$ cat src/rtl/spin_anim_ctrl_pkg.sv
// ----------------------------------------------------------------------------
// spin_anim_ctrl_pkg
//   Shared definitions for the HEX0 segment-ring spinner: sequencer state
//   encoding, ring geometry, the twelve active-low segment patterns and a
//   ring-advance helper.
// ----------------------------------------------------------------------------
package spin_anim_ctrl_pkg;

    typedef enum logic [1:0] {
        ST_IDLE  = 2'd0,
        ST_RUN   = 2'd1,
        ST_PAUSE = 2'd2
    } state_e;

    localparam logic [3:0] POS_FIRST = 4'd0;
    localparam logic [3:0] POS_LAST  = 4'd11;

    // Bit i drives segment a..g, 0 = lit.
    localparam logic [6:0] SEG_A   = 7'b1111110;
    localparam logic [6:0] SEG_AB  = 7'b1111100;
    localparam logic [6:0] SEG_B   = 7'b1111101;
    localparam logic [6:0] SEG_BC  = 7'b1111001;
    localparam logic [6:0] SEG_C   = 7'b1111011;
    localparam logic [6:0] SEG_CD  = 7'b1110011;
    localparam logic [6:0] SEG_D   = 7'b1110111;
    localparam logic [6:0] SEG_DE  = 7'b1100111;
    localparam logic [6:0] SEG_E   = 7'b1101111;
    localparam logic [6:0] SEG_EF  = 7'b1001111;
    localparam logic [6:0] SEG_F   = 7'b1011111;
    localparam logic [6:0] SEG_FA  = 7'b1011110;
    localparam logic [6:0] SEG_OFF = 7'h7F;

    // One step around the ring; dir 0 = clockwise, 1 = counter-clockwise.
    function automatic logic [3:0] next_pos(input logic [3:0] p, input logic dir);
        if (!dir) return (p == POS_LAST)  ? POS_FIRST : p + 4'd1;
        else      return (p == POS_FIRST) ? POS_LAST  : p - 4'd1;
    endfunction

    // True when the step taken from p crosses the 11/0 seam.
    function automatic logic is_wrap(input logic [3:0] p, input logic dir);
        return dir ? (p == POS_FIRST) : (p == POS_LAST);
    endfunction

endpackage

$ cat src/rtl/spin_anim_ctrl_seg_decode.sv
// ----------------------------------------------------------------------------
// spin_anim_ctrl_seg_decode
//   Combinational ring-position to active-low 7-segment pattern.
//   pos_i  in  4  ring position 0..11 (anything above 11 blanks the digit)
//   seg_o  out 7  segment pattern, bit i = segment a..g, 0 = lit
// ----------------------------------------------------------------------------
module spin_anim_ctrl_seg_decode
    import spin_anim_ctrl_pkg::*;
(
    input  logic [3:0] pos_i,
    output logic [6:0] seg_o
);

    always_comb begin
        case (pos_i)
            4'd0:    seg_o = SEG_A;
            4'd1:    seg_o = SEG_AB;
            4'd2:    seg_o = SEG_B;
            4'd3:    seg_o = SEG_BC;
            4'd4:    seg_o = SEG_C;
            4'd5:    seg_o = SEG_CD;
            4'd6:    seg_o = SEG_D;
            4'd7:    seg_o = SEG_DE;
            4'd8:    seg_o = SEG_E;
            4'd9:    seg_o = SEG_EF;
            4'd10:   seg_o = SEG_F;
            4'd11:   seg_o = SEG_FA;
            default: seg_o = SEG_OFF;
        endcase
    end

endmodule

$ cat src/rtl/spin_anim_ctrl.sv
// ----------------------------------------------------------------------------
// spin_anim_ctrl
//   Sequencer for the single-digit segment-ring spinner on HEX0. A CLOCK_50
//   tick-enable prescaler paces a per-position dwell counter; the ring
//   position advances cw/ccw under run/pause/step control.
//   CLOCK_50 in  1  system clock, rising edge
//   reset    in  1  synchronous, active-high
//   start    in  1  pulse: IDLE -> RUN
//   stop     in  1  pulse: back to IDLE, pos <- 0
//   hold     in  1  level: pause while high
//   step     in  1  pulse: single advance while paused
//   dir      in  1  0 = clockwise, 1 = counter-clockwise
//   speed    in  2  tick period = CLK_DIV >> speed
//   HEX0     out 7  active-low segment drive
//   pos      out 4  ring position 0..11
//   busy     out 1  state != IDLE
//   lap_done out 1  one-cycle pulse on the 11/0 wrap
// ----------------------------------------------------------------------------
module spin_anim_ctrl
    import spin_anim_ctrl_pkg::*;
#(
    parameter int CLK_DIV      = 2500000,
    parameter int DWELL_SINGLE = 10,
    parameter int DWELL_PAIR   = 5
) (
    input  logic       CLOCK_50,
    input  logic       reset,
    input  logic       start,
    input  logic       stop,
    input  logic       hold,
    input  logic       step,
    input  logic       dir,
    input  logic [1:0] speed,
    output logic [6:0] HEX0,
    output logic [3:0] pos,
    output logic       busy,
    output logic       lap_done
);

    localparam int CW        = $clog2(CLK_DIV);
    localparam int DMAX      = (DWELL_SINGLE > DWELL_PAIR) ? DWELL_SINGLE : DWELL_PAIR;
    localparam int DW        = (DMAX > 1) ? $clog2(DMAX) : 1;
    localparam logic [CW:0] DIV_FULL = (CW + 1)'(CLK_DIV);

    state_e        state_q, state_d;
    logic [CW-1:0] cnt_q,   cnt_d;
    logic [DW-1:0] dwell_q, dwell_d;
    logic [3:0]    pos_q,   pos_d;
    logic [6:0]    hex_q,   hex_d;
    logic          lap_q,   lap_d;

    logic [CW:0]   period;
    logic          tick;
    logic [DW-1:0] dwell_last;
    logic          advance;

    // ------------------------------------------------------------------
    // FSM: state register
    // ------------------------------------------------------------------
    // NOTE: reset is sampled on the clock edge, so it lives inside the
    // clocked branch rather than the sensitivity list.
    always_ff @(posedge CLOCK_50) begin
        if (reset) state_q <= ST_IDLE;
        else       state_q <= state_d;
    end

    // ------------------------------------------------------------------
    // FSM: next state (stop > start > hold)
    // ------------------------------------------------------------------
    always_comb begin
        state_d = state_q;
        unique case (state_q)
            ST_IDLE:  if (!stop && start) state_d = ST_RUN;
            ST_RUN:   if (stop)           state_d = ST_IDLE;
                      else if (hold)      state_d = ST_PAUSE;
            ST_PAUSE: if (stop)           state_d = ST_IDLE;
                      else if (!hold)     state_d = ST_RUN;
            default:                      state_d = ST_IDLE;
        endcase
    end

    // ------------------------------------------------------------------
    // FSM: outputs
    // ------------------------------------------------------------------
    always_comb begin
        busy = (state_q != ST_IDLE);
    end

    // ------------------------------------------------------------------
    // Prescaler, dwell and position datapath
    // ------------------------------------------------------------------
    // A '>=' compare rather than '==' lets a mid-count speed-up fire on the
    // next cycle instead of waiting for the counter to roll over.
    assign period     = DIV_FULL >> speed;
    assign tick       = ({1'b0, cnt_q} >= (period - (CW + 1)'(1)));
    assign dwell_last = pos_q[0] ? DW'(DWELL_PAIR - 1) : DW'(DWELL_SINGLE - 1);

    // NOTE: every signal gets a default up front so no path leaves it
    // unassigned and no latch is inferred.
    always_comb begin
        cnt_d   = cnt_q;
        dwell_d = dwell_q;
        pos_d   = pos_q;
        advance = 1'b0;
        unique case (state_q)
            ST_IDLE: cnt_d = '0;
            ST_RUN: begin
                if (stop) begin
                    cnt_d   = '0;
                    dwell_d = '0;
                    pos_d   = POS_FIRST;
                end else if (tick) begin
                    // A tick coinciding with hold rising is still honoured.
                    cnt_d = '0;
                    if (dwell_q == dwell_last) begin
                        advance = 1'b1;
                        dwell_d = '0;
                    end else begin
                        dwell_d = dwell_q + DW'(1);
                    end
                end else begin
                    cnt_d = cnt_q + CW'(1);
                end
            end
            ST_PAUSE: begin
                if (stop) begin
                    cnt_d   = '0;
                    dwell_d = '0;
                    pos_d   = POS_FIRST;
                end else if (hold && step) begin
                    advance = 1'b1;
                    dwell_d = '0;
                end
            end
            default: begin
                cnt_d   = '0;
                dwell_d = '0;
                pos_d   = POS_FIRST;
            end
        endcase
        if (advance) pos_d = next_pos(pos_q, dir);
        lap_d = advance && is_wrap(pos_q, dir);
    end

    // HEX0 is registered from the next position so it changes on the same
    // edge as pos.
    spin_anim_ctrl_seg_decode u_seg_decode (
        .pos_i (pos_d),
        .seg_o (hex_d)
    );

    // NOTE: sequential state uses non-blocking assignments so every
    // register samples the pre-edge values.
    always_ff @(posedge CLOCK_50) begin
        if (reset) begin
            cnt_q   <= '0;
            dwell_q <= '0;
            pos_q   <= POS_FIRST;
            hex_q   <= SEG_A;
            lap_q   <= 1'b0;
        end else begin
            cnt_q   <= cnt_d;
            dwell_q <= dwell_d;
            pos_q   <= pos_d;
            hex_q   <= hex_d;
            lap_q   <= lap_d;
        end
    end

    assign HEX0     = hex_q;
    assign pos      = pos_q;
    assign lap_done = lap_q;

endmodule
$ cat config.mk
export PLATFORM = sky130hd
export DESIGN_NAME = spin_anim_ctrl
export DESIGN_NICKNAME = d
export VERILOG_FILES = /design/src/rtl/spin_anim_ctrl_pkg.sv /design/src/rtl/spin_anim_ctrl_seg_decode.sv /design/src/rtl/spin_anim_ctrl.sv
export SDC_FILE = /design/constraint.sdc
export NUM_CORES = 1
export LEC_CHECK = 0
export ABC_AREA = 1
export CORE_MARGIN = 5
export CORE_UTILIZATION = 47
export CTS_BUF_LIST = sky130_fd_sc_hd__clkbuf_2 sky130_fd_sc_hd__clkbuf_4 sky130_fd_sc_hd__clkbuf_8
export DETAILED_ROUTE_END_ITERATION = 7
export PLACE_DENSITY = 0.67
export SLEW_MARGIN = 20
export SYNTH_ARGS = -nofsm -noshare
export SYNTH_HDL_FRONTEND = slang
export SYNTH_SLANG_ARGS = --single-unit
$ cat constraint.sdc
create_clock -name CLOCK_50 -period 3.1 [get_ports CLOCK_50]
set_input_delay 0.31 -clock CLOCK_50 [delete_from_list [all_inputs] [get_ports CLOCK_50]]
set_output_delay 0.31 -clock CLOCK_50 [all_outputs]
set_load 0.02 [all_outputs]
==> metrics.md <==
| Metric | Value |
|---|---|
| Status | `complete, no violations` |
| Max clock buf depth | `2` |
| Unique masters post-synth | `38` |
| Seq/Total Area, Yosys | `0.285` |
| Unrepaired setup endpoints after global routing | `no` |
| Layout Skew | `2.75 ps` |
| Number of global-route vias before repair | `2379` |
| Hold depth | `2` |
| Final slew viol count | `0` |
| Final setup margin | `567 ps` |
| Overall die width | `86.3 um` |
| First DRT Iteration DRCs | `86` |
| Overall Global Routing Usage | `0.166` |
| DR WL/cell | `11.7 um` |
| Pleak | `0.00150 uW` |
| Worst slack, placed | `-121 ps` |
| Core Rows | `27` |
| Minimum hold slack | `525 ps` |
| Beginning of the worst register-to-register path | `cnt_q[18]` |
| Post-route minimum period | `2530 ps` |
| HP Start | `cnt_q[1]` |
| Clock Sinks | `39` |
| Final Instance Area | `3280 um2` |
| Total I/O pin count | `22` |
| CTS root buffer | `clkbuf_8` |
| Largest net degree at the start of global routing | `22` |
| Mapped Cells | `386` |
| Register Area | `781 um2` |
| Post_cts resized | `0` |
| Cts bufs inserted | `5` |
| Commonest non-fill, non-tap cells in the layout | `nand2_1 (83), nor2_1 (49), inv_1 (47), dfxtp_1 (39), ha_1 (33)` |
| Final setup TNS | `0 ps` |
| Hold-fix buffers, CTS | `0` |
| FF-to-FF End | `HEX0[0]` |
| Reg2Reg Setup Slack | `920 ps` |
| Drt pass-1 iters | `4` |
| CTS tree | `built` |
| Clock-pin slew on the worst setup and hold paths | `80 ps` |
| Vias per std cell | `5.00` |
| Worst EP required | `3290 ps` |
| Startpoint types | `primary input` |
| Die area | `7450 um2` |
| Area after DPL | `3110 um2` |
| Core area | `5570 um2` |
| Reg2Reg Depth | `15` |
| Die height | `86.3 um` |
| Yosys warns | `0` |
| Post-route ant nets | `0` |
| Clk Latency, worst-skew pair | `290 ps` |
| VDD IR max | `0.000449 V` |
| Layout area overhead | `19.9%` |
| Tightest Hold Check Type | `flip-flop to flip-flop` |
| Synthesized Nets | `430` |
| Avg Synthesized Cell Area | `7.09 um2` |
| Hold Violations, Final | `0` |
| Number of I/O port buffers | `20` |
| Gp weighted congestion | `0.832` |
| Multi-input logic area | `1810 um2` |
| Final cycle utilization of the critical path | `0.817` |
| Initial core utilization | `0.491` |
| Crit Path Class | `primary input to flip-flop` |
| Drt drc | `0` |
| Fillcell total | `545` |
| Synth Register Bits | `39` |
| DR vias | `2476` |
| CP Data Arrival Time | `2720 ps` |
| Layout cells sized above 1 | `0.128` |
| First-pass GRT wire length | `10200 um` |
| Setup bufs post-CTS | `0` |
| GRT overflow | `0` |
| WHS Endpoint | `cnt_q[1]` |
| Post-Route WL | `5790 um` |
| CP endpoint kind | `flip-flop` |
| Nets | `466` |
| Fmax | `395 MHz` |
| Post-detail-place hpwl | `4610 um` |
| Initial antenna violation count | `0` |
| Antenna fix cells | `0` |
| Peak fanout along the critical path | `6` |
| Max H-tree Level | `2` |
| Final setup vio count | `0` |
| Tot Pwr | `1390 uW` |
| Commonest non-fill, non-tap cell in the layout | `nand2_1` |
| Pwr Density | `423 nW/um2` |
| Post-Syn Area | `2740 um2` |
| Max capacitance violation total | `0` |
==> power breakdown <==
part	total (uW)	internal, uW	switching, uW
Clock	341	156	184
Combinational	470	175	294
Sequential	576	537	38.9
Total	1390	869	518
==> state kept, by name, indices dropped and copies added, names as in the netlist <==
signal,flops
dwell_q,4
state_q,2
cnt_q,22
lap_done,1
pos,4
HEX0,6
==> cell type report <==
| class | count | area share |
|---|---|---|
| clock inverters | 3 | 0.00611 |
| clock buffers | 5 | 0.0210 |
| inverters | 52 | 0.0603 |
| well taps | 72 | 0.0275 |
| repair buffers | 32 | 0.0962 |
| flip-flops and latches | 39 | 0.238 |
| multi-input cells | 292 | 0.551 |
==> critical path, cell delays in order <==
cell	delay, ps
dlymetal6s2s_1	140
inv_1	120
buf_4	140
ha_1	160
nand4_1	120
o21ai_1	150
a21oi_1	50
ha_1	320
nand2_1	70
nand2_1	40
nand2_1	50
nand2_1	40
nand2_1	50
nand2_1	50
nand2_1	50
nand4_1	140
nand2_2	130
nand2_4	80
nand2_4	90
nand2_1	60
nand2_1	100
nand2_2	80
o21bai_1	120
nand2_1	50
==> routing by layer <==
metal  part of all wire  vias up  GRT usage
li1                   -     1318          -
met5                  0        -          0
met3              0.030        9     0.0323
met2               0.46       42      0.285
met1               0.49     1107      0.212
met4              0.017        0     0.0467
==> synth_stat cells <==
library cell | count | area (um2)
inv_1 | 50 | 188
nor2_8 | 1 | 20.0
buf_4 | 1 | 7.51
or2_0 | 1 | 6.26
nand3b_1 | 2 | 15.0
o32ai_1 | 1 | 8.76
buf_2 | 2 | 10.0
or2_2 | 1 | 6.26
inv_4 | 1 | 6.26
a21o_1 | 1 | 7.51
ha_1 | 35 | 438
xor2_1 | 10 | 87.6
a211oi_1 | 3 | 22.5
nor3_1 | 7 | 35.0
and2_1 | 1 | 6.26
o21bai_1 | 1 | 7.51
a311oi_1 | 1 | 8.76
nor2_4 | 3 | 33.8
nor4_1 | 2 | 12.5
o22ai_1 | 1 | 6.26
nand3_1 | 24 | 120
nor2_2 | 3 | 18.8
nand2_1 | 89 | 334
nand4_1 | 6 | 37.5
inv_2 | 1 | 3.75
a21oi_1 | 21 | 105
conb_1 | 1 | 3.75
nand2_4 | 1 | 11.3
nand3_2 | 2 | 20.0
nor2_1 | 51 | 191
o21ai_0 | 7 | 35.0
nor3b_1 | 2 | 15.0
xnor2_1 | 5 | 43.8
o21ai_1 | 1 | 5.00
nand2_2 | 3 | 18.8
nand3_4 | 2 | 35.0
dfxtp_1 | 39 | 781
o211ai_1 | 3 | 22.5
==> how the worst max path moves through the flow <==
stage,start,to,slack [ps],cells past startpoint
floorplan,speed[0],HEX0[1],530,21
global placement,speed[0],HEX0[3],-40,22
detailed placement,speed[0],HEX0[1],-120,22
CTS,speed[0],HEX0[1],190,22
global route,speed[0],HEX0[4],270,24
finish,speed[0],HEX0[0],570,24
==> stage by stage <==
step | util | instances
6_report | 0.588 | 495
3_3_place_gp | 0.558 | 487
5_1_grt | 0.588 | 495
3_5_place_dp | 0.558 | 487
4_1_cts | 0.574 | 495
2_1_floorplan | - | 386
==> cells by family (layout without fill, tap and decap cells) <==
| kind of cell | Yosys count | count (layout) | synth area share |
|---|---|---|---|
| compound gates | 40 | 40 | 0.0837 |
| xor+xnor | 15 | 15 | 0.0480 |
| fa+ha+maj | 35 | 35 | 0.160 |
| buf+inv | 55 | 92 | 0.0787 |
| flops | 39 | 39 | 0.285 |
| other cells | 1 | 1 | 0.00137 |
| simple gates | 201 | 201 | 0.343 |
(Power assumes the default switching activity.)
